$ cat src/rtl/tt_um_leonoaix_divider.sv
// tt_um_leonoaix_divider: multi-cycle unsigned restoring divider tile.
// ui_in is the 8-bit dividend and uio_in[3:0] is the 4-bit divisor.
// A rising edge on uio_in[4] captures the operands. One quotient bit
// resolves per clock, so a division takes eight cycles.
// uo_out shows the quotient or the remainder, selected live by uio_in[5].
module tt_um_leonoaix_divider #(
  parameter int DVD_W = 8,
  parameter int DVS_W = 4
) (
  input  logic       clk,
  input  logic       rst_n,
  input  logic       ena,
  input  logic [7:0] ui_in,
  input  logic [7:0] uio_in,
  output logic [7:0] uio_out,
  output logic [7:0] uio_oe,
  output logic [7:0] uo_out
);

  typedef enum logic [1:0] {
    ST_IDLE = 2'd0,
    ST_RUN  = 2'd1,
    ST_DONE = 2'd2
  } state_e;

  state_e             state_q, state_d;
  logic               start_q, start_d;
  logic [DVD_W-1:0]   dvd_q, dvd_d;    // dividend shifts out at the top, quotient bits shift in at the bottom
  logic [DVD_W-1:0]   dvd_orig_q, dvd_orig_d;
  logic [DVS_W-1:0]   dvs_q, dvs_d;
  logic [DVS_W:0]     r_q, r_d;        // one extra bit so the trial compare cannot overflow
  logic [2:0]         cnt_q, cnt_d;
  logic [DVD_W-1:0]   quo_q, quo_d;
  logic [DVS_W-1:0]   rem_q, rem_d;
  logic               busy_q, busy_d;
  logic               done_q, done_d;

  logic               go_s;
  logic [DVS_W:0]     r_sh_s;
  logic [DVS_W:0]     r_new_s;
  logic               qbit_s;

  // ena and the top divisor-port bits carry no function on this tile
  logic unused_s;
  assign unused_s = &{1'b0, ena, uio_in[7:6]};

  assign go_s = uio_in[4] & ~start_q;

  // One restoring iteration: shift in the next dividend bit, then try the subtract
  always_comb begin
    r_sh_s = {r_q[DVS_W-1:0], dvd_q[DVD_W-1]};
    if (r_sh_s >= {1'b0, dvs_q}) begin
      r_new_s = r_sh_s - {1'b0, dvs_q};
      qbit_s  = 1'b1;
    end else begin
      r_new_s = r_sh_s;
      qbit_s  = 1'b0;
    end
  end

  // Next-state and datapath update for the IDLE -> RUN -> DONE sequence
  always_comb begin
    state_d    = state_q;
    start_d    = uio_in[4];
    dvd_d      = dvd_q;
    dvd_orig_d = dvd_orig_q;
    dvs_d      = dvs_q;
    r_d        = r_q;
    cnt_d      = cnt_q;
    quo_d      = quo_q;
    rem_d      = rem_q;
    busy_d     = busy_q;
    done_d     = done_q;
    case (state_q)
      ST_IDLE, ST_DONE: begin
        if (go_s) begin
          dvd_d      = ui_in;
          dvd_orig_d = ui_in;
          dvs_d      = uio_in[DVS_W-1:0];
          r_d        = '0;
          cnt_d      = 3'd0;
          busy_d     = 1'b1;
          done_d     = 1'b0;
          state_d    = ST_RUN;
        end else begin
          state_d    = state_q;
        end
      end
      ST_RUN: begin
        dvd_d = {dvd_q[DVD_W-2:0], qbit_s};
        r_d   = r_new_s;
        cnt_d = cnt_q + 3'd1;
        if (cnt_q == 3'd7) begin
          // Divide by zero is defined as all-ones quotient, low dividend nibble as remainder
          if (dvs_q == '0) begin
            quo_d = 8'hFF;
            rem_d = dvd_orig_q[DVS_W-1:0];
          end else begin
            quo_d = {dvd_q[DVD_W-2:0], qbit_s};
            rem_d = r_new_s[DVS_W-1:0];
          end
          busy_d  = 1'b0;
          done_d  = 1'b1;
          state_d = ST_DONE;
        end else begin
          state_d = ST_RUN;
        end
      end
      default: begin
        state_d = ST_IDLE;
        busy_d  = 1'b0;
        done_d  = 1'b0;
      end
    endcase
  end

  // State and result registers; asynchronous reset aborts any division in flight
  always_ff @(posedge clk or negedge rst_n) begin
    if (!rst_n) begin
      state_q    <= ST_IDLE;
      start_q    <= 1'b0;
      dvd_q      <= '0;
      dvd_orig_q <= '0;
      dvs_q      <= '0;
      r_q        <= '0;
      cnt_q      <= 3'd0;
      quo_q      <= '0;
      rem_q      <= '0;
      busy_q     <= 1'b0;
      done_q     <= 1'b0;
    end else begin
      state_q    <= state_d;
      start_q    <= start_d;
      dvd_q      <= dvd_d;
      dvd_orig_q <= dvd_orig_d;
      dvs_q      <= dvs_d;
      r_q        <= r_d;
      cnt_q      <= cnt_d;
      quo_q      <= quo_d;
      rem_q      <= rem_d;
      busy_q     <= busy_d;
      done_q     <= done_d;
    end
  end

  assign uo_out  = uio_in[5] ? {4'b0000, rem_q} : quo_q;
  assign uio_out = {done_q, busy_q, 6'b000000};
  assign uio_oe  = 8'hC0;

endmodule

$ cat config.mk
export PLATFORM = sky130hd
export DESIGN_NAME = tt_um_leonoaix_divider
export DESIGN_NICKNAME = d
export VERILOG_FILES = /design/src/rtl/tt_um_leonoaix_divider.sv
export SDC_FILE = /design/constraint.sdc
export NUM_CORES = 1
export LEC_CHECK = 0
export CAP_MARGIN = 20
export CELL_PAD_IN_SITES_DETAIL_PLACEMENT = 0
export CELL_PAD_IN_SITES_GLOBAL_PLACEMENT = 1
export CORE_AREA = 4 4 68 70
export DETAILED_ROUTE_END_ITERATION = 8
export DIE_AREA = 0 0 72 74
export DONT_BUFFER_PORTS = 1
export GPL_ROUTABILITY_DRIVEN = 1
export GPL_TIMING_DRIVEN = 0
export PLACE_DENSITY_LB_ADDON = 0.2
export SLEW_MARGIN = 20
export SYNTH_ARGS = -nofsm -noshare
export SYNTH_HDL_FRONTEND = slang
export SYNTH_SLANG_ARGS = --single-unit
$ cat constraint.sdc
create_clock -name clk -period 4 [get_ports clk]
set_input_delay 0.8 -clock clk [delete_from_list [all_inputs] [get_ports clk]]
set_output_delay 0.8 -clock clk [all_outputs]
set_load 0.01 [all_outputs]
==> key figures, run 1 <==
Outcome
  – Run status: finished clean

Detailed routing
  – Detailed Route WL: 4.022 mm
  – Antenna Nets Post-Route: 0
  – Routed wire per std cell: 15.47 um
  – Number of remaining DRC errors: 0
  – Via-per-instance ratio: 5.169
  – Number of DRC markers after the initial detailed-route iteration: 64
  – Total number of vias: 1344
  – Number of optimization iterations in the first detailed-route pass: 4

CTS
  – TritonCTS Buffers: 5
  – Maximum count of clock buffers along a single path: 2
  – Clock Pin Slew Worst Setup and Hold Paths: 80 ps
  – Number of buffers inserted for hold repair after clock tree synthesis: 0
  – Worst-Skew Late Latency: 300 ps
  – CTS tree: yes
  – Post-cts repair resize count: 0
  – Root Buffer Master: sky130_fd_sc_hd__clkbuf_8
  – Setup repair bufs after CTS: 0
  – H-tree depth: 2
  – Count of clock tree sinks: 40

Logic synthesis
  – Synth Cell Area: 2031 sq um
  – Flip-flop cell with the highest count after synthesis: sky130_fd_sc_hd__dfrtp_1
  – Sequential element share of the synthesized area: 49.29%
  – Biggest area consumer among synthesized cells: sky130_fd_sc_hd__dfrtp_1
  – Post-synthesis cell type count: 38
  – Post-Synthesis Cells: 190
  – Average cell area after synthesis: 10.69 sq um
  – Syn. warnings: 0
  – Leading cell types by total area after synthesis: sky130_fd_sc_hd__dfrtp_1 49%, sky130_fd_sc_hd__buf_4 5.9%, sky130_fd_sc_hd__nand2_1 5.5%, sky130_fd_sc_hd__mux2_2 5.0%, sky130_fd_sc_hd__ha_1 3.7%
  – Ys async rst share: 100.0%
  – Register bit count reported by yosys: 40
  – Top-area cell type share of the netlist area: 49.29%
  – Number of flops mapped to enable cells by yosys: 0

Critical path
  – Critical path capture point type: output pin
  – Critical Path RT: 3200 ps
  – Crit path buffers/inverters: 1
  – Slowest cell delay on critical path: 420 ps
  – CP cell instances: clkbuf_1 -> mux2_2
  – Cell family with the largest share of critical-path delay: multiplexers
  – Critical path's slowest cell: sky130_fd_sc_hd__mux2_2
  – Data arrival, critical path: 1530 ps
  – Type of the setup path with the least slack: input port to output pin
  – CP Max Fanout: 8
  – Type of origin of the critical path: input port

GRT
  – Global-route usage over all layers: 16.77%
  – GR met2 Demand/Resource: 28.57%
  – Wire length of the first global-routing pass: 6.713 mm
  – Largest net degree at the start of global routing: 41
  – Global routing's busiest layer: met2
  – Global routing usage on met1: 20.09%
  – Global route total overflow: 0
  – Number of antenna violations at the first check in global routing: 0
  – Global-route track usage on met3: 4.459%
  – Number of global-route vias before repair: 1386

Pwr
  – Share of total power in sequential cells: 38.1%
  – Power per cell area: 841.6 nW/um^2
  – Total net switching power: 0.7149 mW
  – Leakage power figure: 1.055 nW
  – Proportion of power drawn by the clock network: 17.3%
  – Power Internal: 1.178 mW
  – Switching fraction of total power: 37.76%
  – Worst vdd rail ir drop: 393.7 uV
  – Combinational Power Share: 44.6%

Die
  – Top-level port count: 43
  – Overall die height: 74 um
  – Placement Rows: 23
  – Core area: 3971 sq um
  – Horizontal extent of the die: 72 um
  – Total die area: 5328 sq um
  – Starting density of the core: 51.13%

Final layout
  – Layout cells sized above 1: 22.86%
  – Number of fill cells in the layout: 331
  – Post-layout nets: 235
  – Diode insertion count for antenna repair: 0
  – Area Overhead vs Synth: 10.78%

Worst hold path
  – Type of the most critical hold path: input port to async pin

STA
  – Unrepaired setup endpoints after global routing: false
  – Post-route clock period utilization: 58.34%
  – Number of hold violations in the final report: 0
  – Count of endpoints failing setup in the final report: 0
  – Final Critical Period: 2334 ps
  – PnR worst setup slack: 1666 ps
  – Worst clock skew: 5.707 ps
  – Transition time at the pin with the least slew margin: 507.1 ps
  – Max Transition Viols Final: 0
  – Setup tns final: 0 ps
  – Relative slew slack: 66.19%
  – Highest attainable clock frequency: 428.5 MHz

Placement
  – Placement Setup Slack: 1624 ps
  – Port bufs: 0
  – Global placement routability congestion: 0.7916
  – Half-perimeter wire length of the detailed placement result: 3.037 mm

Flow run
  – Max-cap check violation count: 0
[final cells by class]
type	instances	area [sq um]	area share (%)
Clock inverter	3	42.54	1.891
Inverter	6	22.52	1.001
Clock buffer	5	68.82	3.059
Tap cell	50	62.56	2.781
Multi-Input combinational cell	131	869.6	38.65
Buffer	25	182.7	8.120
Sequential cell	40	1001	44.49
[synth_stat cells (2+ instances only)]
cell type / count
sky130_fd_sc_hd__o21ai_2: 4
sky130_fd_sc_hd__mux2i_1: 4
sky130_fd_sc_hd__buf_4: 16
sky130_fd_sc_hd__o22ai_1: 4
sky130_fd_sc_hd__o22a_1: 7
sky130_fd_sc_hd__conb_1: 2
sky130_fd_sc_hd__nor2b_1: 4
sky130_fd_sc_hd__ha_1: 6
sky130_fd_sc_hd__buf_6: 2
sky130_fd_sc_hd__nand2_1: 30
sky130_fd_sc_hd__o21ai_0: 13
sky130_fd_sc_hd__clkbuf_1: 4
sky130_fd_sc_hd__dfrtp_1: 40
sky130_fd_sc_hd__a21oi_1: 3
sky130_fd_sc_hd__buf_2: 2
sky130_fd_sc_hd__mux2_2: 9
sky130_fd_sc_hd__a22oi_1: 9
sky130_fd_sc_hd__inv_1: 6
sky130_fd_sc_hd__nor2_1: 6
[worst reg2reg max path: stages, from the launching register on]
cell and delay [ps]:
sky130_fd_sc_hd__dfrtp_1 340, sky130_fd_sc_hd__inv_1 60, sky130_fd_sc_hd__ha_1 330, sky130_fd_sc_hd__a21oi_1 200
sky130_fd_sc_hd__o21ai_2 90, sky130_fd_sc_hd__a21boi_2 290, sky130_fd_sc_hd__mux2i_1 400, sky130_fd_sc_hd__o22ai_1 130
[layout by cell type, fill, tap and decap left out, types with 5 or more instances in the layout]
master                     instances
sky130_fd_sc_hd__a22oi_1           9
sky130_fd_sc_hd__buf_4            16
sky130_fd_sc_hd__clkbuf_8          5
sky130_fd_sc_hd__conb_1           14
sky130_fd_sc_hd__dfrtp_1          40
sky130_fd_sc_hd__ha_1              6
sky130_fd_sc_hd__inv_1             6
sky130_fd_sc_hd__mux2_2            9
sky130_fd_sc_hd__nand2_1          30
sky130_fd_sc_hd__nor2_1            6
sky130_fd_sc_hd__o21ai_0          13
sky130_fd_sc_hd__o22a_1            7
[logic make-up after synthesis]
logic type / Yosys count / synth area share (%)
AND/OR/NAND/NOR: 49 / 11.77
AO/OA/AOI/OAI: 46 / 15.65
flip-flops: 40 / 49.29
buffers and inverters: 31 / 10.10
multiplexers: 14 / 7.702
adder cells (fa/ha/maj): 7 / 4.683
other: 2 / 0.3698
XOR/XNOR: 1 / 0.4314
[power by group through the flow]
stage                     clock network, mW  logic [mW]  registers, mW
final                                 0.328       0.845          0.721
after global routing                  0.356       0.952          0.746
after CTS                             0.336       0.857          0.723
after detailed placement                  0       0.855          0.731
after global placement                    0       0.814          0.723
after floorplan                           0       0.699          0.694
[registers in the layout (all words and copies together) (netlist names)]
signal and cells:
state_q 2, dvd_orig_q 4, dvd_q 8, r_q 4
start_q 1, cnt_q 3, busy_q 1, dvs_q 4
done_q 1, rem_q 4, quo_q 8
[metrics by stage]
| step | power, mW | utilization (%) | hold WS [ps] | cells | area [sq um] |
|---|---|---|---|---|---|
| finish | 1.893 | 56.65 | 189.9 | 260 | 2250 |
| global route | 2.054 | 56.65 | 172.3 | 260 | 2250 |
| CTS | 1.917 | 56.65 | 181.6 | 260 | 2250 |
| detailed placement | 1.586 | 53.84 | 471.4 | 252 | 2138 |
| global placement | 1.537 | 53.84 | 464.8 | 252 | 2138 |
| floorplan | 1.393 | - | 450.7 | 202 | 2076 |
[worst paths after layout]
check                               start  depth (start not counted)        end  slack, ps
worst max-delay path            uio_in[5]                          2  uo_out[1]       1670
worst min-delay path                rst_n                          0   quo_q[7]        190
worst max register to register   dvs_q[2]                          7     r_q[2]       2020
worst min register to register     busy_q                          1     busy_q        490
max in group asynchronous           rst_n                          0     r_q[3]       3720
min in group clk                   busy_q                          1     busy_q        490
[per-layer routing]
layer  share of wire (%)  vias up
li1                    -      660
met4                 1.6        0
met5                   0        -
met1                  44      647
met3                 5.8        6
met2                  49       31
Note: power is estimated with default switching activity, not from simulation.
==> run 2: changes to the inputs <==
Settings changed: CORE_AREA 4 4 68 70 to 4 4 74 76, DIE_AREA 0 0 72 74 to 0 0 78 80.
Clock period 4 ns to 2.1 ns, I/O delays scaled along.
==> run 2 against run 1 <==
Against the previous run:
- register-to-register slack got worse by 1800 ps
- wire length rose by 5.7%
- flip-flop and latch count did not move
- via count did not move
- clock skew rose by 2.9 ps
- critical path depth rose by 4
- count of clock-buffer cells in the layout rose by 1
- clock power rose by 68%
- global-route usage fell by 1.3 points
- non-clock buffer count rose by 2
- final area rose by 2.2%
- setup slack got worse by 1500 ps
==> key figures, run 2 (same netlist as run 1, synthesis figures left out) <==
Flow run
  – Max-cap check violation count: 0

Critical path
  – Critical Path RT: 2270 ps
  – Data arrival, critical path: 2090 ps
  – CP Max Fanout: 5
  – Critical path capture point type: flop
  – Type of origin of the critical path: flop
  – Type of the setup path with the least slack: flop to flop

CTS
  – H-tree depth: 2
  – Clock Pin Slew Worst Setup and Hold Paths: 80 ps
  – Maximum count of clock buffers along a single path: 2
  – Worst-Skew Late Latency: 300 ps
  – Root Buffer Master: sky130_fd_sc_hd__clkbuf_8
  – TritonCTS Buffers: 5
  – CTS tree: yes
  – Setup repair bufs after CTS: 0
  – Count of clock tree sinks: 40

Final layout
  – Layout cells sized above 1: 23.58%
  – Diode insertion count for antenna repair: 0
  – Leading cell type in the layout, fill and taps excluded: sky130_fd_sc_hd__dfrtp_1
  – Largest registers ranked by flip-flop count: dvd_q: 8 flops, quo_q: 8 flops
  – Layout Cell Area excl Fill: 2298 sq um
  – Highest-count cells in the layout ignoring fill and taps: 40 x sky130_fd_sc_hd__dfrtp_1, 30 x sky130_fd_sc_hd__nand2_1, 16 x sky130_fd_sc_hd__buf_4
  – Post-layout nets: 237
  – Area Overhead vs Synth: 13.19%

STA
  – Final Critical Period: 1917 ps
  – Worst clock skew: 8.648 ps
  – Highest attainable clock frequency: 521.5 MHz
  – Number of hold violations in the final report: 0
  – Max Transition Viols Final: 0
  – Setup tns final: 0 ps
  – Post-route clock period utilization: 91.31%
  – Count of endpoints failing setup in the final report: 0
  – Unrepaired setup endpoints after global routing: false

GRT
  – Number of global-route vias before repair: 1469
  – Global-route usage over all layers: 15.44%
  – Number of antenna violations at the first check in global routing: 0
  – Largest net degree at the start of global routing: 41
  – Wire length of the first global-routing pass: 7.307 mm
  – Global route total overflow: 0

Detailed routing
  – Routed wire per std cell: 15.24 um
  – Total number of vias: 1344
  – Number of DRC markers after the initial detailed-route iteration: 134
  – Number of remaining DRC errors: 0
  – Number of optimization iterations in the first detailed-route pass: 4
  – Via-per-instance ratio: 4.817
  – Detailed Route WL: 4.252 mm
  – Antenna Nets Post-Route: 0

Pwr
  – Leakage power figure: 1.062 nW
  – Worst vdd rail ir drop: 645.5 uV
  – Power per cell area: 1582 nW/um^2

Outcome
  – Run status: finished clean

Placement
  – Port bufs: 0
  – Cell Area, Placed: 2160 sq um
  – Global placement routability congestion: 0.7706
  – Half-perimeter wire length of the detailed placement result: 3.149 mm

Die
  – Total die area: 6240 sq um
  – Overall die height: 80 um
  – Top-level port count: 43
  – Starting density of the core: 42.99%
  – Core area: 4723 sq um
  – Placement Rows: 25
  – Horizontal extent of the die: 78 um

Worst hold path
  – Type of the most critical hold path: input port to flop
run 2: changes by cell type in the layout (fill, tap and decap cells not counted), sizes merged:
cell,previous run,this run
bufinv,1,0
buf,21,22
clkbuf,9,10
dlygate4sd3,0,1
clkinvlp,1,2
clkinv,1,0
run 2: final cells by class:
type,instances,area (sq um)
Buffer,25,182.7
Clock buffer,6,82.58
Clock inverter,2,15.01
Fill cell,443,2425
Inverter,6,22.52
Multi-Input combinational cell,131,880.8
Sequential cell,40,1001
Tap cell,67,83.83
Timing Repair Buffer,2,30.03
run 2: worst max-delay path: stages (launching register included):
cell	delay, ps
sky130_fd_sc_hd__dfrtp_1	420
sky130_fd_sc_hd__ha_1	340
sky130_fd_sc_hd__a21oi_1	200
sky130_fd_sc_hd__o21ai_2	100
sky130_fd_sc_hd__a21boi_4	260
sky130_fd_sc_hd__mux2i_1	350
sky130_fd_sc_hd__o22ai_1	120
run 2: path summary, 6_finish.rpt:
kind	start	endpoint	slack, ps	cells past startpoint
max	r_q[1]	r_q[1]	180	6
min	uio_in[4]	start_q	150	0
max reg2reg	r_q[1]	r_q[1]	180	6
min reg2reg	busy_q	busy_q	490	1
max in group asynchronous	rst_n	cnt_q[1]	1320	2
min in group asynchronous	rst_n	dvd_q[2]	570	2
run 2: timing repair:
item,4_1_cts,5_1_grt
setup endpoints to repair,0,1
gates resized for setup,0,2
hold endpoints to repair,40,0
hold buffers,2,0
run 2: power by group:
part / total (mW) / internal [mW] / switching (mW)
clock: 0.550 / 0.266 / 0.284
sequential: 1.38 / 1.14 / 0.240
combinational: 1.70 / 0.789 / 0.914
total: 3.64 / 2.20 / 1.44
run 2: routing by layer:
| layer | vias up | part of all wire [%] | GRT usage, % |
|---|---|---|---|
| li1 | 666 | - | - |
| met1 | 640 | 46 | 19.47 |
| met2 | 30 | 47 | 25.09 |
| met3 | 8 | 5.1 | 3.837 |
| met4 | 0 | 2.0 | 6.818 |
| met5 | - | 0 | 0 |
run 2: through the flow:
step | setup WS, ps | instances | hold WS (ps) | utilization (%) | total power, mW
2_1_floorplan | 362.2 | 202 | 124.4 | - | 2.653
3_3_place_gp | 122.5 | 269 | 125.6 | 45.72 | 2.947
3_5_place_dp | 100.9 | 269 | 125.8 | 45.72 | 3.035
4_1_cts | 85.62 | 279 | 140.3 | 48.42 | 3.616
5_1_grt | 50.49 | 279 | 129.4 | 48.66 | 4.006
6_report | 182.5 | 279 | 149.7 | 48.66 | 3.636
